$ cat src/rtl/carregador_programa.sv
// carregador_programa: boot loader that streams header, words and checksum into instruction memory.
// Optional checksum byte and CHECK state enabled by `define CARREGADOR_CHECKSUM_EN.
module carregador_programa #(
    parameter int PROFUNDIDADE = 256,
    parameter int LARG_END     = 8
) (
    input  logic                clk,
    input  logic                reset,
    input  logic [7:0]          byte_in,
    input  logic                byte_valid,
    output logic                byte_ready,
    input  logic                reiniciar,
    output logic                we_mem,
    output logic [LARG_END-1:0] endereco_mem,
    output logic [31:0]         dado_mem,
    output logic                reset_cpu,
    output logic                carregado,
    output logic                erro
);
    localparam logic [2:0] CAB0      = 3'd0;
    localparam logic [2:0] CAB1      = 3'd1;
    localparam logic [2:0] DADOS     = 3'd2;
    localparam logic [2:0] CONCLUIDO = 3'd4;
    localparam logic [2:0] ERRO      = 3'd5;
`ifdef CARREGADOR_CHECKSUM_EN
    localparam logic [2:0] CHECK     = 3'd3;
    localparam logic [2:0] FIM       = CHECK;
    logic [7:0]  checksum;
`else
    localparam logic [2:0] FIM       = CONCLUIDO;
`endif
    logic [2:0]  estado, prox;
    logic [15:0] contagem, idx, cont_total;
    logic [1:0]  pos;
    logic [23:0] palavra;
    logic        acc, ultimo, terminal;

    assign acc        = byte_valid && byte_ready;
    assign cont_total = {byte_in, contagem[7:0]};
    assign ultimo     = idx + 16'd1 == contagem;
    assign terminal   = estado == CONCLUIDO || estado == ERRO;

    always_comb begin
        prox = estado;
        case (estado)
            CAB0:      if (acc) prox = CAB1;
            CAB1:      if (acc) prox = ({16'd0, cont_total} > PROFUNDIDADE) ? ERRO :
                                       (cont_total == 16'd0) ? FIM : DADOS;
            DADOS:     if (acc && pos == 2'd3 && ultimo) prox = FIM;
`ifdef CARREGADOR_CHECKSUM_EN
            CHECK:     if (acc) prox = (byte_in == checksum) ? CONCLUIDO : ERRO;
`endif
            CONCLUIDO: if (reiniciar) prox = CAB0;
            ERRO:      if (reiniciar) prox = CAB0;
            default:   prox = CAB0;
        endcase
    end

    always_ff @(posedge clk or negedge reset) begin
        if (!reset) begin
            estado       <= CAB0;
            byte_ready   <= 1'b0;
            we_mem       <= 1'b0;
            endereco_mem <= '0;
            dado_mem     <= '0;
            reset_cpu    <= 1'b1;
            carregado    <= 1'b0;
            erro         <= 1'b0;
            contagem     <= '0;
            idx          <= '0;
            pos          <= '0;
            palavra      <= '0;
`ifdef CARREGADOR_CHECKSUM_EN
            checksum     <= '0;
`endif
        end else begin
            estado     <= prox;
            byte_ready <= prox != CONCLUIDO && prox != ERRO;
            reset_cpu  <= prox != CONCLUIDO;
            carregado  <= prox == CONCLUIDO;
            erro       <= prox == ERRO;
            we_mem     <= 1'b0;
            if (terminal && reiniciar) begin
                contagem <= '0;
                idx      <= '0;
                pos      <= '0;
`ifdef CARREGADOR_CHECKSUM_EN
                checksum <= '0;
`endif
            end else if (acc) begin
`ifdef CARREGADOR_CHECKSUM_EN
                if (estado != CHECK) checksum <= checksum ^ byte_in;
`endif
                if (estado == CAB0) contagem[7:0] <= byte_in;
                if (estado == CAB1) contagem[15:8] <= byte_in;
                if (estado == DADOS) begin
                    pos     <= pos + 2'd1;
                    palavra <= {byte_in, palavra[23:8]};
                    // little-endian: the fourth byte completes the word as its top byte
                    if (pos == 2'd3) begin
                        we_mem       <= 1'b1;
                        dado_mem     <= {byte_in, palavra};
                        endereco_mem <= idx[LARG_END-1:0];
                        idx          <= idx + 16'd1;
                    end
                end
            end
        end
    end
endmodule

$ cat config.mk
export PLATFORM = sky130hd
export DESIGN_NAME = carregador_programa
export DESIGN_NICKNAME = d
export VERILOG_FILES = /design/src/rtl/carregador_programa.sv
export SDC_FILE = /design/constraint.sdc
export NUM_CORES = 1
export LEC_CHECK = 0
export CORE_ASPECT_RATIO = 2
export CORE_MARGIN = 2
export CORE_UTILIZATION = 52
export DETAILED_ROUTE_END_ITERATION = 10
export GPL_ROUTABILITY_DRIVEN = 0
export PLACE_DENSITY = 0.74
export SLEW_MARGIN = 20
export SYNTH_ARGS = -nofsm -noshare
export SYNTH_HDL_FRONTEND = slang
export SYNTH_SLANG_ARGS = --single-unit
$ cat constraint.sdc
create_clock -name clk -period 2.33 [get_ports clk]
set_input_delay 0.466 -clock clk [delete_from_list [all_inputs] [get_ports clk]]
set_output_delay 0.466 -clock clk [all_outputs]
set_load 0.01 [all_outputs]
# Word-level counts from Yosys, hierarchy flattened
# Index checks and enable logic that the tools add are counted.
# W data, S select, Z words.
[totals] reg_bits=106 inputBits=12 output_inout_bits=45 wordCells=69
[classes] n_addsub=2 n_lt_le_gt_ge=1 n_eq_ne=10 muxes=22 bitwise=1 reduce_logical=20
[ops] operator="$mux W16" n=6
[ops] operator="$mux W3" n=6
[ops] operator="$add A16 B1 Y16 const B" n=1
[ops] operator="$eq A16 B16 Y1" n=1
[ops] operator="$gt A16 B9 Y1 const B" n=1
[ops] operator="$logic_not A16 Y1" n=1
[ops] operator="$mux W8" n=2
[ops] operator="$eq A3 B3 Y1 const B" n=4
[ops] operator="$pmux W3 S4" n=1
[ops] operator="$reduce_bool A2 Y1" n=5
[ops] operator="$mux W2" n=3
[ops] operator="$ne A3 B3 Y1 const B" n=2
[ops] operator="$reduce_and A2 Y1" n=3
[ops] operator="$reduce_and A3 Y1" n=2
[ops] operator="$logic_and A1 B1 Y1" n=5
[ops] operator="$mux W1" n=4
[ops] operator="$reduce_and A4 Y1" n=1
[ops] operator="$eq A3 B1 Y1 const B" n=1
[ops] operator="$eq A3 B2 Y1 const B" n=1
[ops] operator="$logic_not A3 Y1" n=1
[ops] operator="$add A2 B1 Y2 const B" n=1
[ops] operator="$eq A2 B2 Y1 const B" n=1
[ops] operator="$reduce_or A2 Y1" n=1
[ops] operator="$logic_or A1 B1 Y1" n=1
[ops] operator="$not A1 Y1" n=1

# Logic depth before layout (Yosys ltp)
# Gate-level depths: netlist of run 1.
[depth] word_depth=7 mapped_depth=9 ltp_nobuf=8

# Least setup slack after synthesis of run 1
# No wires, ideal clock.
[synth_timing] path_kind="register to register" from="register idx[5]" to="register reset_cpu" setup_ns=0.083 arrival_ns=2.059 path_slack_ns=0.187 path_stages_with_launch=10 period_less_slack_ns=2.143 cell_sequence="dfrtp_1 > buf_2 > nand3_2 > buf_2 > nor4_2 > xnor2_1 > o211ai_2 > nor4_2 > a21boi_2 > a221o_1"
[synth_via] elab_chain_len=6
[synth_lines] element="start, declared" line_no="33" source="logic [15:0] contagem, idx, cont_total;"
[synth_lines] element="start signal, assigned" line_no="104" source="idx <= idx + 16'd1;"
[synth_lines] element="$add A16 B1 Y16" line_no="40" source="assign ultimo = idx + 16'd1 == contagem;"
[synth_lines] element="$eq A16 B16 Y1" line_no="40"
[synth_lines] element="$logic_and A1 B1 Y1" line_no="49" source="DADOS: if (acc && pos == 2'd3 && ultimo) prox = FIM;"
[synth_lines] element="$mux W3" line_no="49"
[synth_lines] element="$pmux W3 S4" line_no="45" source="case (estado)"
[synth_lines] element="$ne A3 B3 Y1" line_no="79" source="reset_cpu <= prox != CONCLUIDO;"
[synth_lines] element="end signal, assigned" line_no="66" source="reset_cpu <= 1'b1;"
[synth_lines] element="end signal, assigned" line_no="79"
[synth_lines] element="end, declared" line_no="16" source="output logic reset_cpu,"
# No other way between the ends.
# A chain may end at the register's enable or synchronous reset.

# Worst setup path after layout of run 1
[layout_timing] from="register idx[0]" to="register carregado"
[layout_via] elab_chain_len=6
[layout_lines] element="$add A16 B1 Y16" line_no="40"
[layout_lines] element="$eq A16 B16 Y1" line_no="40"
[layout_lines] element="$logic_and A1 B1 Y1" line_no="49"
[layout_lines] element="$mux W3" line_no="49"
[layout_lines] element="$pmux W3 S4" line_no="45"
[layout_lines] element="$eq A3 B3 Y1" line_no="80" source="carregado <= prox == CONCLUIDO;"
[layout_lines] element="end signal, assigned" line_no="67" source="carregado <= 1'b0;"
[layout_lines] element="end signal, assigned" line_no="80"
[layout_lines] element="end, declared" line_no="17" source="output logic carregado,"
# No other way between the ends.

==> results of run 1 <==
repair_timing:
action,CTS,global route
cloned,0,0
pin swaps,0,9
buffers inserted,0,6
endpoints found under the setup margin,3,5
resized for setup,6,22
hold buffers,0,0
cell type report:
type | instances | area [um^2] | area share
clock buffers | 9 | 225 | 0.0351
flip-flops and latches | 106 | 2660 | 0.415
multi-input cells | 358 | 2260 | 0.353
well taps | 104 | 130 | 0.0203
inverters | 8 | 30.0 | 0.00468
repair buffers | 113 | 1020 | 0.159
clock inverters | 7 | 83.8 | 0.0131
power by group through the flow:
stage,logic [mW],registers (mW),clock network [mW]
floorplan,1.07,3.03,0
global placement,2.15,3.02,0
detailed placement,2.20,3.05,0
CTS,2.22,3.02,1.60
global route,2.49,3.09,1.67
finish,2.29,3.02,1.57
how the worst max path moves through the flow:
stage / to / from / cells after the start
after detailed placement: carregado$_DFF_PN0_ / byte_in[5] / 9
after global routing: reset_cpu$_DFF_PN1_ / idx[7]$_DFFE_PN0P_ / 9
after CTS: reset_cpu$_DFF_PN1_ / byte_in[4] / 9
final: carregado$_DFF_PN0_ / idx[0]$_DFFE_PN0P_ / 9
after global placement: carregado$_DFF_PN0_ / byte_in[5] / 9
after floorplan: reset_cpu$_DFF_PN1_ / idx[5]$_DFFE_PN0P_ / 9
flip-flops by register name (all words and copies together) (netlist names), 2 cells and up:
register / cells
endereco_mem: 8
estado: 3
contagem: 16
idx: 16
palavra: 24
dado_mem: 32
pos: 2
synth_stat cells (all sizes together) (6+ instances only):
| library cell | number | area, um^2 |
|---|---|---|
| nand2 | 147 | 552 |
| mux2i | 10 | 100 |
| o21ai | 24 | 120 |
| xnor2 | 13 | 114 |
| xor2 | 11 | 96.3 |
| mux2 | 24 | 270 |
| nor3 | 7 | 35.0 |
| nor2 | 27 | 106 |
| a21oi | 12 | 60.1 |
| clkbuf | 13 | 48.8 |
| inv | 8 | 30.0 |
| nor4 | 9 | 87.6 |
| nand4 | 6 | 67.6 |
| nand3 | 19 | 100 |
| buf | 17 | 100 |
| dfrtp | 105 | 2630 |
metrics by stage:
| step | hold WS, ns | total power [mW] | instances | instance area, um^2 | TNS [ns] |
|---|---|---|---|---|---|
| floorplan | 0.170 | 4.10 | 502 | 4950 | 0 |
| global placement | 0.455 | 5.16 | 683 | 5900 | -2.83 |
| detailed placement | 0.460 | 5.25 | 683 | 5900 | -3.30 |
| CTS | 0.0869 | 6.83 | 699 | 6240 | 0 |
| global route | 0.106 | 7.24 | 705 | 6410 | -0.260 |
| finish | 0.0666 | 6.88 | 705 | 6410 | -0.0573 |
worst max-delay path, stage by stage (launching register included):
cell,delay [ns]
dfrtp_1,0.37
ha_2,0.25
nand3_4,0.13
nor3_1,0.49
nor4b_4,0.11
o32ai_1,0.37
nor4_2,0.09
buf_4,0.16
a21boi_4,0.18
a221oi_1,0.07
metal layers:
metal,up-vias,global-route usage,share of wire
li1,1876,-,-
met1,2029,0.266,0.34
met2,106,0.481,0.58
met3,42,0.0432,0.030
met4,0,0.170,0.049
met5,-,0,0
kinds of logic (layout without fill, tap and decap cells):
family                   count (synthesis)  in the layout
AO/OA/AOI/OAI                           58             58
XOR/XNOR                                25             25
adder cells (fa/ha/maj)                  2              2
buffers and inverters                   38            137
flip-flops                             106            106
multiplexers                            34             34
AND/OR/NAND/NOR                        239            239
==> impl_metrics.json, run 1 <==
{
  "place_ws_ns": -0.452,
  "drive_gt1_frac": 0.216,
  "worst-path-max-fanout": 4,
  "fin_crit_sh": 1.01,
  "setup_ws_ns": -0.0213,
  "internal-power_mw": 4.59,
  "regToRegEndpoint": "carregado$_DFF_PN0_",
  "cts_tree": "built",
  "rows": 50,
  "maxCapViolCount": 0,
  "synth_edf_count": 0,
  "synth_compound_area_frac": 0.0735,
  "r2r_slack_ns": -0.02,
  "dp_hpwl_um": 9470,
  "port_buffers": 56,
  "seq_power_share": 0.438,
  "htree_levels": 3,
  "syn2layout_area_growth_pct": 29.4,
  "numCtsBuffers": 9,
  "antenna_found_initial": 0,
  "grt_use_total": 0.265,
  "dieArea_mm2": 0.0104,
  "hold_violations": 0,
  "clk_pin_slew_ns": 0.08,
  "final_cell_mix": "146 x nand2_1, 102 x dfrtp_1, 55 x buf_4",
  "grt-ovfl-total": 0,
  "cts_num_sinks": 106,
  "crit_type": "flop to flop",
  "yosys_warnings": 0,
  "clock.fmax_mhz": 425,
  "drtIter0Drc": 220,
  "p_switching_mw": 2.29,
  "ant_nets": 0,
  "critical_path_required_ns": 2.54,
  "clock_latency_ns": 0.35,
  "fin_crit_ns": 2.35,
  "grt_pass1_vias": 4271,
  "power_density_mw_per_mm2": 1070,
  "clk_path_buf_depth": 2,
  "fill_cells": 712,
  "leakagePower_nw": 3.03,
  "grt_max_degree": 67,
  "relSlewSlack": 0.344,
  "nets": 610,
  "root_buffer": "clkbuf_16",
  "synth_nets": 516,
  "start_util": 0.531,
  "p_sw_frac": 0.333,
  "die_h_um": 142,
  "r2r_cells": 9,
  "synthMuxAreaShare": 0.0748,
  "drt-wirelength-per-cell_um": 18.5,
  "synth_xor_area_frac": 0.0470,
  "vias_per_cell": 5.75,
  "detail_route.drc_violations": 0,
  "synth_ff_type": "dfrtp_1",
  "slew_violations": 0,
  "dieWidth_um": 73.0,
  "async_flop_share": 1.00,
  "clkPwrFrac": 0.229,
  "arrival_ns": 2.57,
  "tightestPinTransition_ns": 0.981,
  "ioPinCount": 57,
  "vias": 4053,
  "drtPass1Iterations": 5,
  "yosysSeqAreaShare": 0.536,
  "coreArea_mm2": 0.00932,
  "fin_util": 0.688,
  "setup_viol": 3,
  "combPwrFrac": 0.333,
  "crit_path_end_kind": "flop",
  "ys_types": 53,
  "hp-class": "input port to asynchronous set/reset pin",
  "synth_cells": 502,
  "cp-start-kind": "flop",
  "skew_ns": 0.00894,
  "n_antenna_cell": 0,
  "reg2reg_from": "idx[0]$_DFFE_PN0P_",
  "violations": "negative setup slack",
  "ys_ff_latch": 106,
  "vdd_ir_drop_max_v": 0.000734,
  "avgSynthCellArea_um2": 9.87,
  "synth_top_family_by_area": "simple AND/OR/NAND/NOR gates",
  "yosys.area_share.simple": 0.228,
  "synthAdderAreaFrac": 0.00505,
  "routed_wl_um": 13000,
  "rsz0062_at_grt": "yes",
  "grt_pass1_wl_um": 20800,
  "final_common_cell": "nand2_1",
  "synth_area_mm2": 0.00495,
  "status": "finished with violations"
}
Note: power is estimated with default switching activity, not from simulation.
==> run 2, diff against run 1 <==
- HOLD_SLACK_MARGIN: default -> 0.02
- clock period: 2.33 -> 2.2 ns (I/O delays scaled with it)
==> run 2 against run 1 <==
  * The flow still finishes with violations (negative setup slack)
  * Count of clock-buffer cells in the layout grew 1
  * Die area is the same
  * Power grew 6.5%
  * Sequential power grew 6%
  * Hold slack lost 0.012 ns
==> impl_metrics.json, run 2 (synthesis gave the netlist of run 1 again) <==
{
  "status": "finished with violations",
  "violations": "negative setup slack",
  "ioPinCount": 57,
  "ant_nets": 0,
  "antenna_found_initial": 0,
  "clk_pin_slew_ns": 0.07,
  "cp-start-kind": "flop",
  "leakagePower_nw": 3.09,
  "fin_crit_ns": 2.32,
  "maxCapViolCount": 0,
  "tightestPinTransition_ns": 0.588,
  "vias": 4164,
  "cts_tree": "built",
  "grt_max_degree": 67,
  "grt_pass1_vias": 4240,
  "worst-path-max-fanout": 6,
  "n_antenna_cell": 0,
  "numCtsBuffers": 9,
  "grt_use_total": 0.272,
  "clock_latency_ns": 0.35,
  "power_density_mw_per_mm2": 1120,
  "crit_path_end_kind": "flop",
  "cts_hold_buf": 0,
  "regToRegEndpoint": "reset_cpu$_DFF_PN1_",
  "rsz0062_at_grt": "yes",
  "relSlewSlack": 0.607,
  "arrival_ns": 2.60,
  "vdd_ir_drop_max_v": 0.000905,
  "crit_type": "flop to flop",
  "fin_crit_sh": 1.06,
  "grt-ovfl-total": 0,
  "coreArea_mm2": 0.00932,
  "cts_num_sinks": 106,
  "largest_register": "dado_mem",
  "drtIter0Drc": 253,
  "drt-wirelength-per-cell_um": 18.6,
  "holdWs_ns": 0.0545,
  "final_cell_mix": "146 x nand2_1, 102 x dfrtp_1, 60 x buf_4",
  "largest_reg_flops": 32,
  "setup_ws_ns": -0.124,
  "place_ws_ns": -0.437,
  "skew_ns": 0.00658,
  "setup_viol": 3,
  "nets": 620,
  "port_buffers": 56,
  "tns_ns": -0.229,
  "die_h_um": 142,
  "drtPass1Iterations": 5,
  "vias_per_cell": 5.82,
  "dieWidth_um": 73.0,
  "hold_violations": 0,
  "final_common_cell": "nand2_1",
  "routed_wl_um": 13300,
  "cp-endpoint": "reset_cpu$_DFF_PN1_",
  "htree_levels": 3,
  "reg.largest.list": "dado_mem: 32 flops, palavra: 24 flops",
  "rows": 50,
  "cp-startpoint": "idx[1]$_DFFE_PN0P_",
  "hp-class": "input port to asynchronous set/reset pin",
  "drive_gt1_frac": 0.237,
  "r2r_slack_ns": -0.12,
  "detail_route.drc_violations": 0,
  "r2r_cells": 10,
  "clock.fmax_mhz": 430,
  "syn2layout_area_growth_pct": 32.0,
  "reg2reg_from": "idx[1]$_DFFE_PN0P_",
  "grt_pass1_wl_um": 21200,
  "critical_path_required_ns": 2.47,
  "slew_violations": 0,
  "root_buffer": "clkbuf_16",
  "start_util": 0.531,
  "clk_path_buf_depth": 2,
  "dp_hpwl_um": 9570,
  "dieArea_mm2": 0.0104
}
## run 2: cell types whose count changed in the layout (fill, tap and decap cells not counted), moves of 2 or more
cell / delta
nor4_2: +3
nor2_1: -2
buf_4: +5
clkdlybuf4s50_1: +2
dlymetal6s2s_1: -2
buf_6: +3
nor4_1: -2
nor2_2: +2
buf_12: +2
## run 2: worst min path at each step
stage                           end
2_1_floorplan  byte_ready$_DFF_PN0_
3_3_place_gp    idx[14]$_DFFE_PN0P_
3_5_place_dp     idx[9]$_DFFE_PN0P_
4_1_cts         idx[14]$_DFFE_PN0P_
5_1_grt         idx[13]$_DFFE_PN0P_
6_report        idx[14]$_DFFE_PN0P_
## run 2: critical path, stage by stage, from the launching register on
cell	delay [ns]
dfrtp_1	0.39
ha_2	0.22
nand3_4	0.13
buf_6	0.16
nor4_4	0.05
nor4_2	0.32
o32ai_2	0.14
nor4_2	0.31
buf_4	0.19
a21boi_4	0.06
a221o_1	0.27
## run 2: area by class of cell
class / count / area, um^2
Clock buffer: 10 / 239
Sequential cell: 106 / 2660
Multi-Input combinational cell: 358 / 2280
Clock inverter: 6 / 73.8
Tap cell: 104 / 130
Fill cell: 695 / 2790
Timing Repair Buffer: 123 / 1130
Inverter: 8 / 30.0
## run 2: per-stage QoR
| stage | util | area [um^2] | total power [mW] | std cells |
|---|---|---|---|---|
| detailed placement | 0.644 | 6000 | 5.58 | 693 |
| global placement | 0.644 | 6000 | 5.49 | 693 |
| CTS | 0.692 | 6450 | 7.33 | 714 |
| global route | 0.701 | 6540 | 7.70 | 715 |
| finish | 0.701 | 6540 | 7.33 | 715 |
| floorplan | - | 4950 | 4.34 | 502 |
## run 2: repair_timing
action                     4_1_cts  5_1_grt
pin swaps                       11        2
buffers inserted                 5        1
setup endpoints to repair        5       16
gates resized for setup         18       15
## run 2: where the power goes
| part | total, mW | switching (mW) | internal, mW | leakage [nW] |
|---|---|---|---|---|
| clock network | 1.67 | 0.739 | 0.930 | 0.153 |
| registers | 3.20 | 0.553 | 2.65 | 1.37 |
| logic | 2.46 | 1.13 | 1.32 | 1.57 |
| total | 7.33 | 2.43 | 4.90 | 3.09 |
## run 2: per-layer routing
metal  track usage  part of all wire  up-vias
met5             0                 0        -
met4         0.173             0.052        0
met3        0.0234             0.033       50
met2         0.502              0.58      118
met1         0.281              0.34     2094
li1              -                 -     1902
==> run 3, diff against run 2 <==
- CTS_CLUSTER_DIAMETER: default -> 200
==> results of run 3 <==
The final DEF is identical to that of run 2; final timing and power are the same.
